<file path="config.mk">
export PLATFORM = sky130hd
export DESIGN_NAME = top_level_decrypt_flat
export DESIGN_NICKNAME = d
export VERILOG_FILES = /design/src/rtl/top_level_decrypt_if.sv /design/src/rtl/top_level_decrypt.sv /design/src/flat_wrapper.sv
export SDC_FILE = /design/constraint.sdc
export NUM_CORES = 1
export LEC_CHECK = 0
export ABC_AREA = 1
export CAP_MARGIN = 0
export CELL_PAD_IN_SITES_DETAIL_PLACEMENT = 0
export CELL_PAD_IN_SITES_GLOBAL_PLACEMENT = 1
export CORE_ASPECT_RATIO = 0.8
export CORE_MARGIN = 5
export CORE_UTILIZATION = 41
export CTS_CLUSTER_SIZE = 14
export DETAILED_ROUTE_END_ITERATION = 12
export PLACE_DENSITY_LB_ADDON = 0.1
export RECOVER_POWER = 50
export REMOVE_ABC_BUFFERS = 1
export SLEW_MARGIN = 5
export SYNTH_ARGS = -nofsm -noshare
export SYNTH_HDL_FRONTEND = slang
export SYNTH_SLANG_ARGS = --single-unit
</file>
<file path="constraint.sdc">
create_clock -name clk -period 11.8 [get_ports clk]
set_clock_uncertainty 0.15 [all_clocks]
set_input_delay 2.95 -clock clk [delete_from_list [all_inputs] [get_ports clk]]
set_output_delay 2.95 -clock clk [all_outputs]
set_load 0.02 [all_outputs]
</file>
<file path="src/rtl/top_level_decrypt_if.sv">
// Run handshake between the controller (test harness) and the decrypter.
// req is the controller's go/hold request, ack is the decrypter's completion flag.
interface top_level_decrypt_if;
    logic req;
    logic ack;

    modport master (output req, input ack);
    modport slave  (input req, output ack);
endinterface

</file>
<file path="src/rtl/top_level_decrypt.sv">
// LFSR message decrypter: recovers tap and seed from space padding, then writes the
// decrypted, de-padded and parity-flagged message to the low 64 bytes of its memory.

module top_level_decrypt_dmem (
    input  logic       clk,
    input  logic       we,
    input  logic [7:0] waddr,
    input  logic [7:0] wdata,
    input  logic [7:0] raddr,
    output logic [7:0] rdata
);
    logic [7:0] core [0:255];

    assign rdata = core[raddr];

    // NOTE: sequential state uses non-blocking assignments so every flop samples pre-edge values.
    // NOTE: the array is deliberately not reset, so contents preloaded during reset survive it.
    always_ff @(posedge clk) begin
        if (we) core[waddr] <= wdata;
    end
endmodule

module top_level_decrypt (
    input logic                 clk,
    input logic                 init,
    top_level_decrypt_if.slave  bus
);
    typedef enum logic [2:0] {
        S_IDLE, S_SEED, S_SEARCH, S_DECRYPT, S_FILL, S_DONE
    } state_t;

    state_t     state, state_nxt;
    logic [5:0] idx;        // cipher byte index, memory address is 64 + idx
    logic [5:0] seed_idx;
    logic [6:0] seed;
    logic [6:0] lfsr;
    logic [3:0] tap_sel;
    logic [6:0] wr_ptr;     // bit 6 set means the low half is fully written
    logic       started;

    logic       mem_we;
    logic [7:0] mem_waddr, mem_wdata, mem_raddr, mem_rdata;

    logic [6:0] cur_tap, predicted, cipher, plain;
    logic       perr, last_pad, search_miss, keep_byte;

    function automatic logic [6:0] tap_of(input logic [3:0] k);
        case (k)
            4'd0:    tap_of = 7'h60;
            4'd1:    tap_of = 7'h48;
            4'd2:    tap_of = 7'h78;
            4'd3:    tap_of = 7'h72;
            4'd4:    tap_of = 7'h6A;
            4'd5:    tap_of = 7'h69;
            4'd6:    tap_of = 7'h5C;
            4'd7:    tap_of = 7'h7E;
            4'd8:    tap_of = 7'h7B;
            default: tap_of = 7'h60;
        endcase
    endfunction

    top_level_decrypt_dmem DM (
        .clk   (clk),
        .we    (mem_we),
        .waddr (mem_waddr),
        .wdata (mem_wdata),
        .raddr (mem_raddr),
        .rdata (mem_rdata)
    );

    assign cur_tap   = tap_of(tap_sel);
    assign predicted = {lfsr[5:0], ^(lfsr & cur_tap)};
    assign cipher    = mem_rdata[6:0];
    assign perr      = ^mem_rdata;
    assign plain     = cipher ^ lfsr;
    assign last_pad  = (idx == 6'd9);
    // Bad-parity padding bytes carry no reliable LFSR state, so they never veto a tap.
    assign search_miss = !perr && (predicted != cipher);
    assign keep_byte   = (idx >= 6'd10) && (started || (plain != 7'd0) || perr);

    always_ff @(posedge clk or negedge init) begin
        if (!init) state <= S_IDLE;
        else       state <= state_nxt;
    end

    always_comb begin
        // NOTE: default first so every path assigns the output and no latch is inferred.
        state_nxt = state;
        case (state)
            S_IDLE:    if (!bus.req) state_nxt = S_SEED;
            S_SEED: begin
                if (last_pad)  state_nxt = S_DECRYPT;
                else if (!perr) state_nxt = S_SEARCH;
            end
            S_SEARCH: begin
                if ((search_miss && tap_sel == 4'd8) || (!search_miss && last_pad))
                    state_nxt = S_DECRYPT;
            end
            S_DECRYPT: if (idx == 6'd63) state_nxt = S_FILL;
            S_FILL:    if (wr_ptr >= 7'd63) state_nxt = S_DONE;
            S_DONE:    if (bus.req) state_nxt = S_IDLE;
            default:   state_nxt = S_IDLE;
        endcase
    end

    always_comb begin
        bus.ack   = (state == S_DONE);
        mem_raddr = {2'b01, idx};
        mem_we    = 1'b0;
        mem_waddr = {1'b0, wr_ptr};
        mem_wdata = 8'h00;
        case (state)
            S_DECRYPT: begin
                mem_we    = keep_byte;
                mem_wdata = {perr, plain};
            end
            S_FILL:  mem_we = !wr_ptr[6];
            default: mem_we = 1'b0;
        endcase
    end

    always_ff @(posedge clk or negedge init) begin
        if (!init) begin
            idx      <= '0;
            seed_idx <= '0;
            seed     <= '0;
            lfsr     <= '0;
            tap_sel  <= '0;
            wr_ptr   <= '0;
            started  <= 1'b0;
        end else begin
            case (state)
                S_IDLE: begin
                    idx      <= '0;
                    seed_idx <= '0;
                    seed     <= '0;
                    lfsr     <= '0;
                    tap_sel  <= '0;
                    wr_ptr   <= '0;
                    started  <= 1'b0;
                end
                S_SEED: begin
                    // With no good-parity pad before index 9, index 9 seeds and no tap can be vetoed.
                    if (last_pad || !perr) begin
                        seed_idx <= idx;
                        seed     <= cipher;
                        lfsr     <= cipher;
                        idx      <= last_pad ? idx : idx + 6'd1;
                    end else begin
                        idx <= idx + 6'd1;
                    end
                end
                S_SEARCH: begin
                    if (search_miss) begin
                        lfsr <= seed;
                        if (tap_sel == 4'd8) begin
                            tap_sel <= '0;
                            idx     <= seed_idx;
                        end else begin
                            tap_sel <= tap_sel + 4'd1;
                            idx     <= seed_idx + 6'd1;
                        end
                    end else if (last_pad) begin
                        lfsr <= seed;
                        idx  <= seed_idx;
                    end else begin
                        lfsr <= predicted;
                        idx  <= idx + 6'd1;
                    end
                end
                S_DECRYPT: begin
                    // Decryption restarts at the seed index; indices below 10 are never written.
                    lfsr <= predicted;
                    idx  <= idx + 6'd1;
                    if (keep_byte) begin
                        started <= 1'b1;
                        wr_ptr  <= wr_ptr + 7'd1;
                    end
                end
                S_FILL: begin
                    if (!wr_ptr[6]) wr_ptr <= wr_ptr + 7'd1;
                end
                default: begin
                end
            endcase
        end
    end
endmodule

</file>
<file path="src/flat_wrapper.sv">
// flat-port wrapper written by rule: the top's interface ports become plain ports
module top_level_decrypt_flat 
  (clk, init, bus_req, bus_ack);
  top_level_decrypt_if bus_i ();
  input logic clk;
  input logic init;
  input wire logic [$bits(bus_i.req)-1:0] bus_req;
  output wire logic [$bits(bus_i.ack)-1:0] bus_ack;
  assign bus_i.req = bus_req;
  assign bus_ack = bus_i.ack;
  top_level_decrypt u_core (.clk(clk), .init(init), .bus(bus_i));
endmodule
</file>
==> reports/qor.yml <==
timing:
  max_freq_ghz: 0.118
  finalCriticalPeriod_ns: 8.44
  rsz0062_at_grt: "no"
  whs_ns: 0.341
  fin_crit_sh: 0.715
  maxSlewHeadroom: -1.46
  report.final.slew_viol_count: 166
  finalHoldViolCount: 0
  worst_slew_pin_slew_ns: 3.69
  setup_ws_ns: 3.36
  tns_ns: 0
  setup_viol: 0
placed_design:
  dp_hpwl_mm: 46.3
  pre_cts_slack_ns: 5.75
  portBuffers: 3
  globalplace.congestion: 0.854
cells_and_area:
  fillCellCount: 6100
  syn2layout_area_growth_pct: 8.40
  layout.nets: 2675
  final_layout_size_suffix_gt1_frac: 0.0484
  final_common_cell: "nand2_1"
  regArea_sq_um: 16400
  final_cell_mix: "1001 x nand2_1, 512 x edfxtp_1, 302 x nand3_1"
  multi_input_area_sq_um: 7420
  finish.utilization: 0.447
  antenna_cells: 0
clocking:
  ctsHoldBuffers: 0
  post_cts_buffers: 0
  path_clk_slew_ns: 0.06
  numCtsBuffers: 57
  max-clock-path-buffers: 3
  h-tree-depth: 2
  post_cts_resized: 0
  cts_sinks: 553
  cts_tree: "built"
  cts_root_buf: "clkbuf_16"
  clkLatencyLatePin_ns: 0.63
job:
  cap_violations: 5
logic_synthesis:
  synth_ff_type: "edfxtp_1"
  synth-edff-count: 512
  synthArstFlopShare: 0.0741
  avgSynthCellArea_sq_um: 9.52
  post_synth_mux_area_share: 0.000389
  netlist_area_sq_um: 25700
  synth_top_family_by_area: "simple AND/OR/NAND/NOR gates"
  ys_types: 40
  ys_ff_latch: 553
  synth_simple_gate_area_frac: 0.253
  yosys_warnings: 0
  synth-seq-area-share: 0.638
  synth_xor_area_frac: 0.00579
  synth_compound_area_frac: 0.0245
  syn_inst: 2703
  yosys.area_share.adder: 0.00632
routing:
  antenna_left: 0
  dr_total_vias: 18200
  drt-pass1-iter-count: 5
  dr.first_iter.drc_count: 1719
  post_drt_wl_per_cell_microns: 21.4
  wl_mm: 76.0
  viasPerCell: 5.13
  drc: 0
critical_path:
  cp-end-kind: "flop"
  worstPathMaxFanout: 59
  crit_arrival_ns: 8.52
  crit_required_ns: 11.88
  start_kind: "flop"
  criticalPathCategory: "flop to flop"
global_route:
  grt_overflow_total: 0
  grtUsageTotal: 0.221
  antenna_found_initial: 0
  grt_max_degree: 193
  grt_pass1_vias: 17500
  grt_pass1_wl_mm: 113
floorplanning:
  rows: 82
  start_util: 0.412
  ios: 4
  die_w_microns: 290
  fp.dieH_microns: 234
  core_sq_um: 62400
  dieArea_sq_um: 67900
power_and_ir_drop:
  clockPowerShare: 0.272
  cellPowerDensity_nw_per_um2: 230
  power_frac_seq: 0.375
  internal_power_uw: 3820
  ir_drop_v: 0.000123
  power_frac_comb: 0.353
  p_sw_frac: 0.404
  leakagePower_uw: 0.0115
  netSwitchingPower_uw: 2590
run_status:
  violations: "capacitance limit, slew limit"
  status: "complete, but fails checks"
worst_hold_path:
  hp-class: "flop to flop"
-- cell type report --
class                           count  area share
Sequential cell                   553       0.588
Multi-Input combinational cell   1745       0.266
Clock buffer                       66      0.0531
Inverter                          280      0.0380
Tap cell                          840      0.0377
Clock inverter                     39      0.0106
Timing Repair Buffer               22     0.00615
-- registers in the layout (all words and copies together), names as in the netlist --
name / flops
u_core.seed_idx: 6
u_core.DM.core: 512
u_core.wr_ptr: 7
u_core.tap_sel: 4
u_core.state: 3
u_core.seed: 7
u_core.lfsr: 7
u_core.idx: 6
u_core.started: 1
-- power groups by stage --
stage,Clock (uW),Sequential (uW),Combinational (uW)
after floorplan,0,2500,1440
after global placement,0,2440,2310
after detailed placement,0,2440,2310
after CTS,1790,2400,2320
after global routing,1860,2410,2520
final,1740,2400,2260
-- kinds of logic (layout without fill, tap and decap cells) --
family,count (synthesis),in the layout
buf+inv,405,407
simple gates,1598,1598
fa+ha+maj,13,13
flops,553,553
compound gates,116,116
xor+xnor,17,17
mux,1,1
-- through the flow --
step	total power, uW	instance area (sq um)	instances
final	6410	27900	3545
after global routing	6790	27900	3545
after CTS	6510	28000	3545
after detailed placement	4760	26200	3440
after floorplan	3940	24900	2578
after global placement	4760	26200	3440
-- routing by layer --
| metal | vias to the layer above | routed length [microns] | GRT usage |
|---|---|---|---|
| met3 | 97 | 5100 | 0.0418 |
| met5 | - | 0 | 0 |
| met2 | 529 | 32900 | 0.335 |
| met1 | 8862 | 36300 | 0.330 |
| li1 | 8688 | - | - |
| met4 | 0 | 1690 | 0.0555 |
-- cell usage after synthesis, types with 2 or more instances --
library cell / number / area share
a21oi_1: 20 / 0.0039
a31oi_1: 2 / 0.00049
buf_1: 7 / 0.0010
buf_2: 52 / 0.010
buf_4: 24 / 0.0070
buf_6: 22 / 0.0096
clkbuf_1: 19 / 0.0028
clkinv_1: 4 / 0.00058
dfrtp_1: 41 / 0.040
edfxtp_1: 512 / 0.60
ha_1: 13 / 0.0063
inv_1: 267 / 0.039
inv_2: 8 / 0.0012
nand2_1: 995 / 0.15
nand2_2: 11 / 0.0027
nand2_4: 2 / 0.00088
nand3_1: 301 / 0.059
nand3_2: 2 / 0.00078
nand4_1: 6 / 0.0015
nor2_1: 254 / 0.037
nor2_2: 6 / 0.0015
nor2_4: 3 / 0.0013
nor3_1: 11 / 0.0021
o211ai_1: 2 / 0.00058
o21ai_0: 49 / 0.0095
o21ai_1: 33 / 0.0064
o21ai_2: 6 / 0.0020
or2_2: 3 / 0.00073
xor2_1: 17 / 0.0058
-- final timing paths --
path	start	endpoint	slack [ns]	cells after the start
min	u_core.started	u_core.started	0.34	2
max	u_core.idx[1]	u_core.DM.core[88][0]	3.36	22
min in group asynchronous	init	u_core.seed[1]	2.94	1
max in group asynchronous	init	u_core.idx[1]	6.82	1
max reg2reg	u_core.idx[1]	u_core.DM.core[88][0]	3.36	22
min reg2reg	u_core.started	u_core.started	0.34	2
-- critical path, stage by stage, from the launching register on --
cell,delay (ns)
dfrtp_4,0.74
inv_4,0.65
clkbuf_1,2.66
nand3_1,0.17
nand3_1,0.22
nand2_1,0.06
nor2_1,0.43
nand2_1,0.13
nand2_1,0.10
nor2_2,0.04
nor2_1,0.28
nand2_1,0.09
nand2_1,0.13
clkinv_1,0.09
nand2_1,0.07
nand2_1,0.07
nand2_1,0.14
nand2_4,0.17
nand2_1,0.10
nand2_1,0.09
nand2_1,0.27
nand2_2,0.35
nor2_1,0.77
Power figures use the tool's default switching activity.
==> variant 1: new RTL, same settings <==
One comparison of `idx` changes from == to >=.
--- a/src/rtl/top_level_decrypt.sv
+++ b/src/rtl/top_level_decrypt.sv
@@ -74,5 +74,5 @@
     assign perr      = ^mem_rdata;
     assign plain     = cipher ^ lfsr;
-    assign last_pad  = (idx == 6'd9);
+    assign last_pad  = (idx >= 6'd9);
     // Bad-parity padding bytes carry no reliable LFSR state, so they never veto a tap.
     assign search_miss = !perr && (predicted != cipher);
Check against the original RTL: no difference found for any inputs over 4 cycles, from zero or initial values; that may be too few to reach the edited logic, so the function may still have changed.
==> variant 1 against the unedited design <==
- the run still ends with max-capacitance violations, max-slew violations left
- worst setup slack gained 0.20 ns
- critical path depth is the same
- sequential cell count is the same
- routed wire length shrank 0.69%
- utilization grew 0.69 points
- largest power group is now combinational logic
- design area shrank 0.51%
- synthesized area shrank 1.6%
- power grew 18%
==> variant 1: results (changes against the unedited design) <==
GRT
  – Largest net degree at the start of global routing: 192 (-0.52%)
  – Number of antenna violations at the first check in global routing: 1 (+1)
  – GRT Util Overall: 22.63% (+0.56 points)

Placed design
  – Sum of net half-perimeters after detailed placement: 45860 um (-0.86%)
  – Final RePlAce weighted congestion: 0.8753 (+2.5%)

Drt
  – Total Routed Length: 75460 um (-0.69%)
  – Initial DRC Count: 1743 (+1.4%)

Timing
  – Hold slack: 0.3850 ns (+0.04447 ns)
  – Relative slew margins: -105.8% (+40 points)
  – Final-report max-slew violation count: 110 (-34%)

Final layout
  – Nets: 2582 (-3.5%)
  – Ratio of cells with drive above 1 in the final layout: 5.205% (+0.36 points)

Hold path
  – Startpoint of the tightest hold check path: u_core.seed[1]$_DFFE_PN0P_

Job
  – Max_cap viols: 2 (-3)

Power and ir drop
  – Switching power as a share of total power: 44.36% (+3.9 points)
  – Power of the sequential group: 2510 uW (+5%)

Worst setup path
  – Register-to-register setup slack: 3.56 ns (+0.20 ns)
  – Data arrival time of the critical path: 8.34 ns (-0.18 ns)
  – Endpoint of the worst-slack reg-to-reg timing path: u_core.DM.core[114][2]$_DFFE_PP_
  – Startpoint of the lowest-slack register-to-register path: u_core.idx[0]$_DFFE_PN0P_

Synthesis
  – Top post-synthesis cells by count: nand2_1 (851), edfxtp_1 (512), nor2_1 (343)
  – Count of different cell masters after synthesis: 39 (-2.5%)

Clocking
  – Number of buffers created by CTS: 58 (+1.8%)

Run status
  – Violated checks: max-capacitance violations, max-slew violations
  – Run status: complete, but fails checks
## variant 1: changes by cell type in the layout (fill, tap and decap cells not counted), sizes merged, moves of 3 or more
| cell | delta |
|---|---|
| nand3 | -43 |
| a21oi | +9 |
| buf | +6 |
| inv | -70 |
| nand2 | -145 |
| nor2 | +84 |
| a22oi | +3 |
| o21ai | +65 |
## variant 1: through the flow
step / worst slack (ns) / total power, uW
2_1_floorplan: 0.2916 / 4639
3_3_place_gp: 5.900 / 5892
3_5_place_dp: 5.825 / 5876
4_1_cts: 5.801 / 7697
5_1_grt: 2.785 / 8123
6_report: 3.556 / 7587
## variant 1: worst max-delay path: stages, from the launching register on
cell	delay (ns)
dfrtp_4	0.70
inv_8	0.77
clkbuf_1	2.24
o21ai_0	0.55
nand3_1	0.22
nand3_1	0.10
nand2_1	0.08
nand2_1	0.05
nand2_1	0.18
inv_1	0.06
nand2_1	0.13
nand2_1	0.07
nand2_1	0.10
inv_1	0.06
nand2_1	0.05
nand2_1	0.07
nand2_1	0.09
nand2_1	0.43
nand2_1	0.21
nand2_1	0.14
o21ai_4	0.19
nand2_4	0.24
nor2_1	0.70
## variant 1: cells by family after synthesis
group,count (synthesis)
compound gates,191
xor+xnor,17
fa+ha+maj,14
buf+inv,336
flops,553
simple gates,1493
## variant 1: cell type report
class                           instances  share of cell area [%]
Tap cell                              830                   3.744
Clock inverter                         39                   1.236
Inverter                              210                   2.878
Sequential cell                       553                   59.15
Multi-Input combinational cell       1715                   26.70
Clock buffer                           69                   5.534
Timing Repair Buffer                   27                  0.7577
## variant 1: worst max path at each step
stage,cells after the start,from,slack (ns),to
global placement,20,u_core.idx[0]$_DFFE_PN0P_,5.90,u_core.DM.core[89][0]$_DFFE_PP_
global route,22,u_core.idx[0]$_DFFE_PN0P_,2.78,u_core.DM.core[114][1]$_DFFE_PP_
detailed placement,20,u_core.idx[0]$_DFFE_PN0P_,5.82,u_core.DM.core[114][2]$_DFFE_PP_
CTS,20,u_core.idx[0]$_DFFE_PN0P_,5.80,u_core.DM.core[114][2]$_DFFE_PP_
floorplan,14,u_core.idx[0]$_DFFE_PN0P_,0.29,u_core.DM.core[100][7]$_DFFE_PP_
finish,22,u_core.idx[0]$_DFFE_PN0P_,3.56,u_core.DM.core[114][2]$_DFFE_PP_
## variant 1: per-layer routing
layer | wire, um | up-vias | part of all wire (%) | track usage, %
li1 | - | 8502 | - | -
met1 | 37120 | 8637 | 49 | 35.54
met2 | 31970 | 527 | 42 | 33.51
met3 | 5021 | 90 | 6.7 | 3.395
met4 | 1349 | 0 | 1.8 | 4.536
met5 | 0 | - | 0 | 0
